File: src/rtl/mpu_sched_pkg.sv
// Shared types for the MPU job scheduler: FSM state encodings and completion status codes.
package mpu_sched_pkg;

    localparam int EVT_W = 64;

    typedef enum logic [2:0] {
        MPU_SCHED_STATE_IDLE  = 3'd0,
        MPU_SCHED_STATE_RESET = 3'd1,
        MPU_SCHED_STATE_RUN   = 3'd2,
        MPU_SCHED_STATE_WAIT  = 3'd3,
        MPU_SCHED_STATE_DONE  = 3'd4
    } mpu_sched_state_e;

    typedef enum logic [1:0] {
        MPU_SCHED_STATUS_END     = 2'd0,
        MPU_SCHED_STATUS_ERROR   = 2'd1,
        MPU_SCHED_STATUS_ABORT   = 2'd2,
        MPU_SCHED_STATUS_TIMEOUT = 2'd3
    } mpu_sched_status_e;

endpackage

File: src/rtl/mpu_rr_arbiter.sv
// Combinational round-robin pick: first requester found searching upward from last_i+1, wrapping.
module mpu_rr_arbiter #(
    parameter int N_REQ = 4
) (
    input  logic [N_REQ-1:0]         req_i,
    input  logic [$clog2(N_REQ)-1:0] last_i,
    output logic [N_REQ-1:0]         grant_o,
    output logic                     any_o
);
    localparam int IW = $clog2(N_REQ);

    int pos;

    // Walk from the farthest candidate to the nearest so the nearest set bit wins.
    always_comb begin
        grant_o = '0;
        pos     = 0;
        for (int k = N_REQ; k >= 1; k--) begin
            pos = int'(last_i) + k;
            if (pos >= N_REQ) pos = pos - N_REQ;
            if (req_i[pos[IW-1:0]]) begin
                grant_o              = '0;
                grant_o[pos[IW-1:0]] = 1'b1;
            end
        end
    end

    assign any_o = |req_i;

endmodule

File: src/rtl/mpu_sched.sv
// Round-robin scheduler sharing one MPU core among N_REQ requesters; all outputs registered.
// Optional RUN-cycle watchdog compiled in with MPU_SCHED_WATCHDOG_EN.
//   state | meaning
//   IDLE  | no job; arbitrate pending requests
//   RESET | mpu_rst held for one cycle, entry PC loaded
//   RUN   | mpu_en high, watching abort/error/irq/watchdog
//   WAIT  | core paused on user IRQ, event presented to owner
//   DONE  | one-cycle completion pulse to owner
module mpu_sched
    import mpu_sched_pkg::*;
#(
    parameter int N_REQ       = 4,
    parameter int PC_W        = 16,
    parameter int WDOG_CYCLES = 65535
) (
    input  logic                  sys_clk,
    input  logic                  sys_rst,
    input  logic [N_REQ-1:0]      req_valid,
    input  logic [N_REQ*PC_W-1:0] req_pc,
    output logic [N_REQ-1:0]      req_ready,
    input  logic [N_REQ-1:0]      resume,
    input  logic [N_REQ-1:0]      abort,
    output logic [N_REQ-1:0]      evt_valid,
    output logic [EVT_W-1:0]      evt_data,
    output logic [N_REQ-1:0]      rsp_valid,
    output logic [1:0]            rsp_status,
    output logic                  mpu_rst,
    output logic                  mpu_en,
    output logic [PC_W-1:0]       mpu_pc,
    input  logic                  mpu_user_irq,
    input  logic [EVT_W-1:0]      mpu_user_data,
    input  logic                  mpu_error,
    output logic                  busy
);
    localparam int IW = $clog2(N_REQ);

    mpu_sched_state_e  state_q, state_d;
    mpu_sched_status_e status_d;
    logic [IW-1:0]     owner_q, owner_d, last_q, last_d, grant_idx;
    logic [PC_W-1:0]   pc_q, pc_d;
    logic [EVT_W-1:0]  evt_data_q, evt_data_d;
    logic [N_REQ-1:0]  grant, owner_oh;
    logic [N_REQ-1:0]  req_ready_q, req_ready_d, evt_valid_q, evt_valid_d, rsp_valid_q, rsp_valid_d;
    logic [1:0]        rsp_status_q, rsp_status_d;
    logic              grant_any, wdog_expired, owner_abort, owner_resume;
    logic              mpu_rst_q, mpu_rst_d, mpu_en_q, mpu_en_d, busy_q, busy_d;

    mpu_rr_arbiter #(.N_REQ(N_REQ)) u_arb (
        .req_i   (req_valid),
        .last_i  (last_q),
        .grant_o (grant),
        .any_o   (grant_any)
    );

    always_comb begin
        grant_idx = '0;
        for (int i = 0; i < N_REQ; i++) begin
            if (grant[i]) grant_idx = IW'(i);
        end
    end

    assign owner_abort  = abort[owner_q];
    assign owner_resume = resume[owner_q];

`ifdef MPU_SCHED_WATCHDOG_EN
    localparam int WDW = $clog2(WDOG_CYCLES + 1);
    logic [WDW-1:0] wdog_q, wdog_d;

    // Down-counter loaded as RUN is entered from RESET; frozen outside RUN so WAIT time is free.
    always_comb begin
        wdog_d = wdog_q;
        if (state_q == MPU_SCHED_STATE_RESET) begin
            wdog_d = WDW'(WDOG_CYCLES - 1);
        end else if (state_q == MPU_SCHED_STATE_RUN && wdog_q != '0) begin
            wdog_d = wdog_q - WDW'(1);
        end
    end

    always_ff @(posedge sys_clk) begin
        if (sys_rst) wdog_q <= '0;
        else         wdog_q <= wdog_d;
    end

    assign wdog_expired = (wdog_q == '0);
`else
    assign wdog_expired = 1'b0;
`endif

    always_comb begin
        state_d    = state_q;
        owner_d    = owner_q;
        last_d     = last_q;
        pc_d       = pc_q;
        evt_data_d = evt_data_q;
        status_d   = MPU_SCHED_STATUS_END;
        case (state_q)
            MPU_SCHED_STATE_IDLE: begin
                if (grant_any) begin
                    owner_d = grant_idx;
                    pc_d    = req_pc[grant_idx*PC_W +: PC_W];
                    state_d = MPU_SCHED_STATE_RESET;
                end
            end
            MPU_SCHED_STATE_RESET: state_d = MPU_SCHED_STATE_RUN;
            MPU_SCHED_STATE_RUN: begin
                if (owner_abort) begin
                    state_d  = MPU_SCHED_STATE_DONE;
                    status_d = MPU_SCHED_STATUS_ABORT;
                end else if (mpu_error) begin
                    state_d  = MPU_SCHED_STATE_DONE;
                    status_d = MPU_SCHED_STATUS_ERROR;
                end else if (mpu_user_irq && mpu_user_data == '0) begin
                    state_d  = MPU_SCHED_STATE_DONE;
                    status_d = MPU_SCHED_STATUS_END;
                end else if (mpu_user_irq) begin
                    state_d    = MPU_SCHED_STATE_WAIT;
                    evt_data_d = mpu_user_data;
                end else if (wdog_expired) begin
                    state_d  = MPU_SCHED_STATE_DONE;
                    status_d = MPU_SCHED_STATUS_TIMEOUT;
                end
            end
            MPU_SCHED_STATE_WAIT: begin
                if (owner_abort) begin
                    state_d  = MPU_SCHED_STATE_DONE;
                    status_d = MPU_SCHED_STATUS_ABORT;
                end else if (owner_resume) begin
                    state_d = MPU_SCHED_STATE_RUN;
                end
            end
            MPU_SCHED_STATE_DONE: begin
                last_d  = owner_q;
                state_d = MPU_SCHED_STATE_IDLE;
            end
            default: state_d = MPU_SCHED_STATE_IDLE;
        endcase
        if (state_d != MPU_SCHED_STATE_WAIT) evt_data_d = '0;
    end

    // Outputs are decoded from the next state so they appear registered with the state change.
    always_comb begin
        owner_oh          = '0;
        owner_oh[owner_d] = 1'b1;
        req_ready_d       = (state_q == MPU_SCHED_STATE_IDLE) ? grant : '0;
        mpu_rst_d         = (state_d == MPU_SCHED_STATE_RESET);
        mpu_en_d          = (state_d == MPU_SCHED_STATE_RUN);
        busy_d            = (state_d != MPU_SCHED_STATE_IDLE);
        evt_valid_d       = (state_d == MPU_SCHED_STATE_WAIT) ? owner_oh : '0;
        rsp_valid_d       = (state_d == MPU_SCHED_STATE_DONE) ? owner_oh : '0;
        rsp_status_d      = (state_d == MPU_SCHED_STATE_DONE) ? status_d : MPU_SCHED_STATUS_END;
    end

    always_ff @(posedge sys_clk) begin
        if (sys_rst) begin
            state_q      <= MPU_SCHED_STATE_IDLE;
            owner_q      <= '0;
            last_q       <= IW'(N_REQ - 1);
            pc_q         <= '0;
            evt_data_q   <= '0;
            req_ready_q  <= '0;
            evt_valid_q  <= '0;
            rsp_valid_q  <= '0;
            rsp_status_q <= '0;
            mpu_rst_q    <= 1'b0;
            mpu_en_q     <= 1'b0;
            busy_q       <= 1'b0;
        end else begin
            state_q      <= state_d;
            owner_q      <= owner_d;
            last_q       <= last_d;
            pc_q         <= pc_d;
            evt_data_q   <= evt_data_d;
            req_ready_q  <= req_ready_d;
            evt_valid_q  <= evt_valid_d;
            rsp_valid_q  <= rsp_valid_d;
            rsp_status_q <= rsp_status_d;
            mpu_rst_q    <= mpu_rst_d;
            mpu_en_q     <= mpu_en_d;
            busy_q       <= busy_d;
        end
    end

    assign req_ready  = req_ready_q;
    assign evt_valid  = evt_valid_q;
    assign evt_data   = evt_data_q;
    assign rsp_valid  = rsp_valid_q;
    assign rsp_status = rsp_status_q;
    assign mpu_rst    = mpu_rst_q;
    assign mpu_en     = mpu_en_q;
    assign mpu_pc     = pc_q;
    assign busy       = busy_q;

endmodule

File: config.mk
export PLATFORM = sky130hd
export DESIGN_NAME = mpu_sched
export DESIGN_NICKNAME = d
export VERILOG_FILES = /design/src/rtl/mpu_sched_pkg.sv /design/src/rtl/mpu_rr_arbiter.sv /design/src/rtl/mpu_sched.sv
export SDC_FILE = /design/constraint.sdc
export NUM_CORES = 1
export LEC_CHECK = 0
export BUFFER_PORTS_ARGS = -buffer_cell sky130_fd_sc_hd__buf_2
export CAP_MARGIN = 20
export CORE_MARGIN = 1
export CORE_UTILIZATION = 42
export CTS_BUF_LIST = sky130_fd_sc_hd__clkbuf_4 sky130_fd_sc_hd__clkbuf_8 sky130_fd_sc_hd__clkbuf_16
export CTS_CLUSTER_SIZE = 20
export DETAILED_ROUTE_END_ITERATION = 12
export PLACE_DENSITY = 0.77
export SLEW_MARGIN = 20
export SYNTH_ARGS = -nofsm -noshare
export SYNTH_HDL_FRONTEND = slang
export SYNTH_HIERARCHICAL = 1
export SYNTH_SLANG_ARGS = --single-unit
File: constraint.sdc
create_clock -name sys_clk -period 3 [get_ports sys_clk]
set_input_delay 0.6 -clock sys_clk [delete_from_list [all_inputs] [get_ports sys_clk]]
set_output_delay 0.6 -clock sys_clk [all_outputs]
set_load 0.03 [all_outputs]
---- Word level (Yosys, flattened, before mapping) ----
Cells that the tools add are included.
operators by class
  shift-type cells ........................ 1
  reductions and logical operators ........ 16
  eq/ne operators ......................... 9
  bitwise gates (word level) .............. 6
  $add $sub $neg .......................... 8
  order comparisons ....................... 15
  mux-type cells .......................... 47
operators with widths
  kind                 count
  $logic_not 64->1     1
  $shiftx 64x7->16     1
  $mux 3               7
  $mux 2               10
  $lt 2x3->1 const B   6
  $mux 4               4
  $mux 1               13
  $bmux 1 s2           6
  $eq 3x2->1 const B   4
  $pmux 3 s4           1
  $demux 1 s2          5
  $ge 2x1->1 const B   5
  $ge 3x3->1 const B   3
  $reduce_or 2->1      4
  $sub 2x1->2 const B  4
  $add 2x2->3 const B  2
  $eq 3x1->1 const B   2
  $eq 3x3->1 const B   2
  $logic_and 1x1->1    6
  $not 1->1            6
  $reduce_and 5->1     1
  $add 2x3->4 const B  1
  $ge 4x3->1 const B   1
  $pmux 2 s2           1
  6 further kinds      6
storage, ports and cells
  bits in registers ....................... 104
  logic and storage cells ................. 114
  input port bits ......................... 144
  output and inout bits ................... 97

---- Logic depth before layout (Yosys ltp) ----
  word-level depth ........................ 20
  mapped depth ............................ 14
  gate-level depth less buffers ........... 12

---- Modules after synthesis ----
The synthesis kept the hierarchy.
by module, submodules not included
  module          area each (um^2)  cells an instance  sequential area each (um^2)  instances
  mpu_sched       4563.1            490                2082.0                       1
  mpu_rr_arbiter  385.4             45                 0.0                          1

---- Worst setup path before layout ----
OpenSTA, ideal clock, no wires.
  kind .................................... register -> register
  start ................................... register last_q[0]
  end ..................................... register pc_q[13] (netlist: mpu_pc[13])
  arrival ................................. 2.781 ns
  setup slack ............................. 0.091 ns
  data required time ...................... 2.872 ns
  path buffers ............................ 2
  clock period less this slack ............ 2.909 ns
  stages on the path, launching flop included .. 15
  setup time .............................. 0.128 ns
  path through ............................ dfxtp_1 > buf_6 > inv_1 > ha_1 > mux4_2 > inv_1 > o22ai_1 > a31oi_1 > buf_2 > mux2i_1 > nor2_1 > a21oi_1 > o211ai_1 > o21ai_0 > nor2_1
between the ends
  word-level cells in the longest chain between the ends .. 15
  elaborated cells between the ends (all ways) .. 52
  classes of those cells .................. add/sub: 8; order compare: 12; shift: 1; mux: 27; reduce/logical: 4
ends and longest elaborated chain
  item                                                                   RTL line              RTL
  from (decl)                                                            mpu_sched.sv:39       logic [IW-1:0] owner_q, owner_d, last_q, last_d, grant_idx;
  from (signal assigned)                                                 mpu_sched.sv:157      last_q <= IW'(N_REQ - 1);
  from (signal assigned)                                                 mpu_sched.sv:170      last_q <= last_d;
  $add 2x3->4                                                            mpu_rr_arbiter.sv:19  pos = int'(last_i) + k;
  $ge 4x3->1 / $sub 2x1->2 (equally long branches)                       mpu_rr_arbiter.sv:20  if (pos >= N_REQ) pos = pos - N_REQ;
  $mux 2                                                                 mpu_rr_arbiter.sv:20
  $lt 2x3->1 (implied by the code) / $ge 2x1->1 (equally long branches)  mpu_rr_arbiter.sv:23  grant_o[pos[IW-1:0]] = 1'b1;
  $logic_and 1x1->1 (implied by the code)                                mpu_rr_arbiter.sv:23
  $mux 1 (implied by the code)                                           mpu_rr_arbiter.sv:23
  $demux 1 s2                                                            --
  $mux 4 (3 in a row)                                                    mpu_rr_arbiter.sv:21  if (req_i[pos[IW-1:0]]) begin
  $mux 4 *                                                               mpu_rr_arbiter.sv:21
  named net grant[1]                                                     mpu_sched.sv:42       logic [N_REQ-1:0] grant, owner_oh;
  $mux 1 *                                                               mpu_sched.sv:58       if (grant[i]) grant_idx = IW'(i);
  $mux 2 * (2 in a row)                                                  mpu_sched.sv:58
  $shiftx 64x7->16 *                                                     mpu_sched.sv:100      pc_d = req_pc[grant_idx*PC_W +: PC_W];
  to (signal assigned)                                                   mpu_sched.sv:171      pc_q <= pc_d;
  to (decl)                                                              mpu_sched.sv:40       logic [PC_W-1:0] pc_q, pc_d;
The timed path passes the listed nets; every way through them passes the cells marked *. The select of a mux whose other input is x is not followed.
A chain may end at the register's enable or synchronous reset.

---- Final worst setup path ----
  start ................................... register last_q[1]
  end ..................................... register pc_q[6] (netlist: mpu_pc[6])
The elaborated chain is that of the path after synthesis.

==> impl_results.md <==
- Outcome: finished, final reports clean
- GR Layer Usage met2: 41.9%
- DRT Pass-1 Iters: 5
- EDFF count, synth: 0
- Core area: 11,500 µm²
- Net Count, Synth: 685
- Capturing point of the worst reg2reg path: mpu_pc[6]$_SDFFE_PP0P_
- Internal power: 2.59 mW
- Switching power: 1.36 mW
- Vias per inst: 5.68
- Placed Area: 6140 µm²
- Worst-case clock buffer depth: 2
- WS Path Type: flip-flop to flip-flop
- Row count: 39
- Async SR Flop Fraction: 0%
- Most frequent cells in the layout: 240 x buf_2, 104 x dfxtp_1, 83 x nor2_1
- Flop-to-flop setup slack: 0.11 ns
- Register bit total from synthesis: 104
- Max-slew headroom: 51.7%
- Setup crit end: mpu_pc[6]$_SDFFE_PP0P_
- Reg clk slew, reported paths: 0.07 ns
- R2R cell count: 12
- Critical Path AT: 3.10 ns
- YS warnings: 6
- # DRC: 0
- Syn Std Cell Area: 4950 µm²
- Worst Path Required: 3.22 ns
- Vias: 5,131
- GR Util met1: 29.2%
- R2R Path Start: last_q[1]$_SDFFE_PP1N_
- GP Congestion: 0.913
- CTS tree: yes
- Hold-fix buffers, CTS: 0
- CP startpoint: last_q[1]$_SDFFE_PP1N_
- Overflow after GRT: 0
- Vias in the first global route: 4,900
- Sequential area share after synthesis: 42.1%
- Slew Limit Fails: 0
- Clock period minus worst slack: 2.89 ns
- CP max FO: 9
- Hpwl dp: 11.1 mm
- Die height: 111 µm
- Power share of the combinational group: 31.3%
- CP Launch Type: flip-flop
- Synth area leader: dfxtp_1
- Initial Util: 43.2%
- Ranking of synthesized cells by area: dfxtp_1 42%, a32oi_1 11%, nor2_1 6.4%
- Layout cell share with drive strength beyond 1: 40.5%
- Seq pwr share: 39.3%
- DIE AREA: 12,200 µm²
- Syn Area/Cell: 9.25 µm²
- Worst vdd ir: 0.418 mV
- Synth Instances: 535
- Synth top area share: 42.1%
- Tightest Pin Transition: 0.722 ns
- Antenna cells: 0
- Starting DRT DRC Count: 526
- Num Clock Sinks: 104
- Most common cell after layout, fill and taps aside: buf_2
- Buffers added on ports: 240
- Initial antenna violation count: 0
- DP Worst Slack: 0.00572 ns
- Maximum achievable frequency: 346 MHz
- DIE WIDTH: 111 µm
- Fin nets: 907
- Top FF cell, synth: dfxtp_1
- WHS Path Cells: 2
- Hold Path Class: flip-flop to flip-flop
- Final WL: 15.0 mm
- GR Util met3: 4.23%
- I/O Pins: 241
- TritonCTS Buffers: 9
- Final ANT Viol Nets: 0
- Post-route setup slack: 0.111 ns
- Period utilization: 96.3%
- Slowest CP cell: mux4_2
- Fin. Hold Viols: 0
- Clock root cell: clkbuf_16
- Cell Pwr Density: 610 nW/µm²
- Most crowded layer after global routing: met2
- Cell area after layout: 6490 µm²
- Skew final: 0.00725 ns
- Clk_lat worst skew: 0.34 ns
- Critical Path Max Stage Delay: 0.58 ns
- Synth cell types: 45
- GRT Overall Usage: 23.8%
- Setup crit end kind: flip-flop
- First-pass GRT wire length: 24.0 mm
- # setup viols final: 0
- Largest net degree at the start of global routing: 66
- Worst path cell trace: inv_1 -> ha_4 -> mux4_2 -> nand2b_1 -> o22ai_2 -> a31oi_4 -> buf_12 -> buf_4 -> o221ai_1 -> nand3_1 -> o211ai_1 -> a21oi_1
- Clk network pwr share: 29.5%
- Switching share of power: 34.4%
- Max-Cap Viols: 0
- Pleak: 2.82 nW
- DR WL/cell: 16.6 µm
- CTS H-Tree Depth: 3
- Syn-to-layout area delta: 31.1%
-- power by group through the flow --
stage	combinational [mW]	clock, mW	sequential, mW
floorplan	0.707	0	1.72
global placement	1.17	0	1.58
detailed placement	1.21	0	1.58
CTS	1.21	1.19	1.55
global route	1.34	1.24	1.56
finish	1.24	1.17	1.55
-- stage by stage --
step | std cells | power, mW | setup TNS (ns) | hold slack, ns | utilization, %
after CTS | 903 | 3.95 | 0 | 0.451 | 56.1
after floorplan | 535 | 2.43 | 0 | 0.542 | -
after global placement | 888 | 2.76 | 0 | 0.439 | 53.5
after global routing | 904 | 4.15 | -0.0390 | 0.478 | 56.6
final | 904 | 3.96 | 0 | 0.451 | 56.6
after detailed placement | 888 | 2.79 | 0 | 0.441 | 53.5
-- flip-flops by register name, summed over array words and instances (netlist names) --
name and cells:
evt_data 64, mpu_pc 16, evt_valid 4, req_ready 4
rsp_valid 4, state_q 3, last_q 2, owner_q 2
rsp_status 2, busy 1, mpu_en 1, mpu_rst 1
-- layout make-up --
type,instances,area (µm²)
Tap cell,143,179
Fill cell,1044,4980
Clock inverter,4,53.8
Sequential cell,104,2080
Clock buffer,11,240
Inverter,9,33.8
Multi-Input combinational cell,375,2510
Timing Repair Buffer,258,1390
-- cell usage after synthesis (2+ instances only) --
cell type,count
nand3_1,7
mux4_2,6
or4_1,2
a31oi_1,5
a32oi_1,64
a211o_1,2
and3_1,5
o221ai_1,6
nor2b_1,4
buf_2,6
nor3_1,10
inv_1,8
mux2i_1,14
o22ai_1,5
nor2_1,85
buf_4,6
buf_12,7
clkbuf_1,16
o21ai_0,11
nor3b_1,2
a21oi_1,22
nand4_1,5
nand2b_1,4
nor4b_1,2
nor2_2,14
dfxtp_1,104
nor4_1,23
and2_1,3
o31ai_2,2
a211oi_1,3
ha_1,6
buf_6,11
o211ai_1,17
nand2_1,37
-- worst min path at each step --
stage,from,to
floorplan,state_q[2]$_SDFF_PP0_,last_q[0]$_SDFFE_PP1N_
global placement,mpu_pc[5]$_SDFFE_PP0P_,mpu_pc[5]$_SDFFE_PP0P_
detailed placement,mpu_pc[5]$_SDFFE_PP0P_,mpu_pc[5]$_SDFFE_PP0P_
CTS,mpu_pc[5]$_SDFFE_PP0P_,mpu_pc[5]$_SDFFE_PP0P_
global route,mpu_pc[12]$_SDFFE_PP0P_,mpu_pc[12]$_SDFFE_PP0P_
finish,mpu_pc[5]$_SDFFE_PP0P_,mpu_pc[5]$_SDFFE_PP0P_
-- worst max-delay path: cells and delay by family, from the launching register on --
kind,cells,cell delay (ns)
buffers and inverters,3,0.44
adders and majority gates,1,0.32
muxes,1,0.58
and+or+nand+nor,2,0.37
AOI/OAI and AO/OA,5,0.71
DFF,1,0.33
-- timing repair --
| item | in CTS | in global routing |
|---|---|---|
| cloned | 0 | 0 |
| endpoints found under the setup margin | 3 | 18 |
| resized for setup | 2 | 8 |
| buffers inserted | 0 | 1 |
-- metal layers --
layer,share of wire (%),vias up
li1,-,2451
met1,42,2418
met2,50,235
met3,6.8,27
met4,1.8,0
met5,0,-
-- cells by family after synthesis --
family          count (synthesis)  share of synthesized area [%]
fa+ha+maj                       6                           1.52
compound gates                140                           21.4
flops                         104                           42.1
simple gates                  209                           20.6
buf+inv                        56                           8.90
mux                            20                           5.56
(Power assumes the default switching activity.)
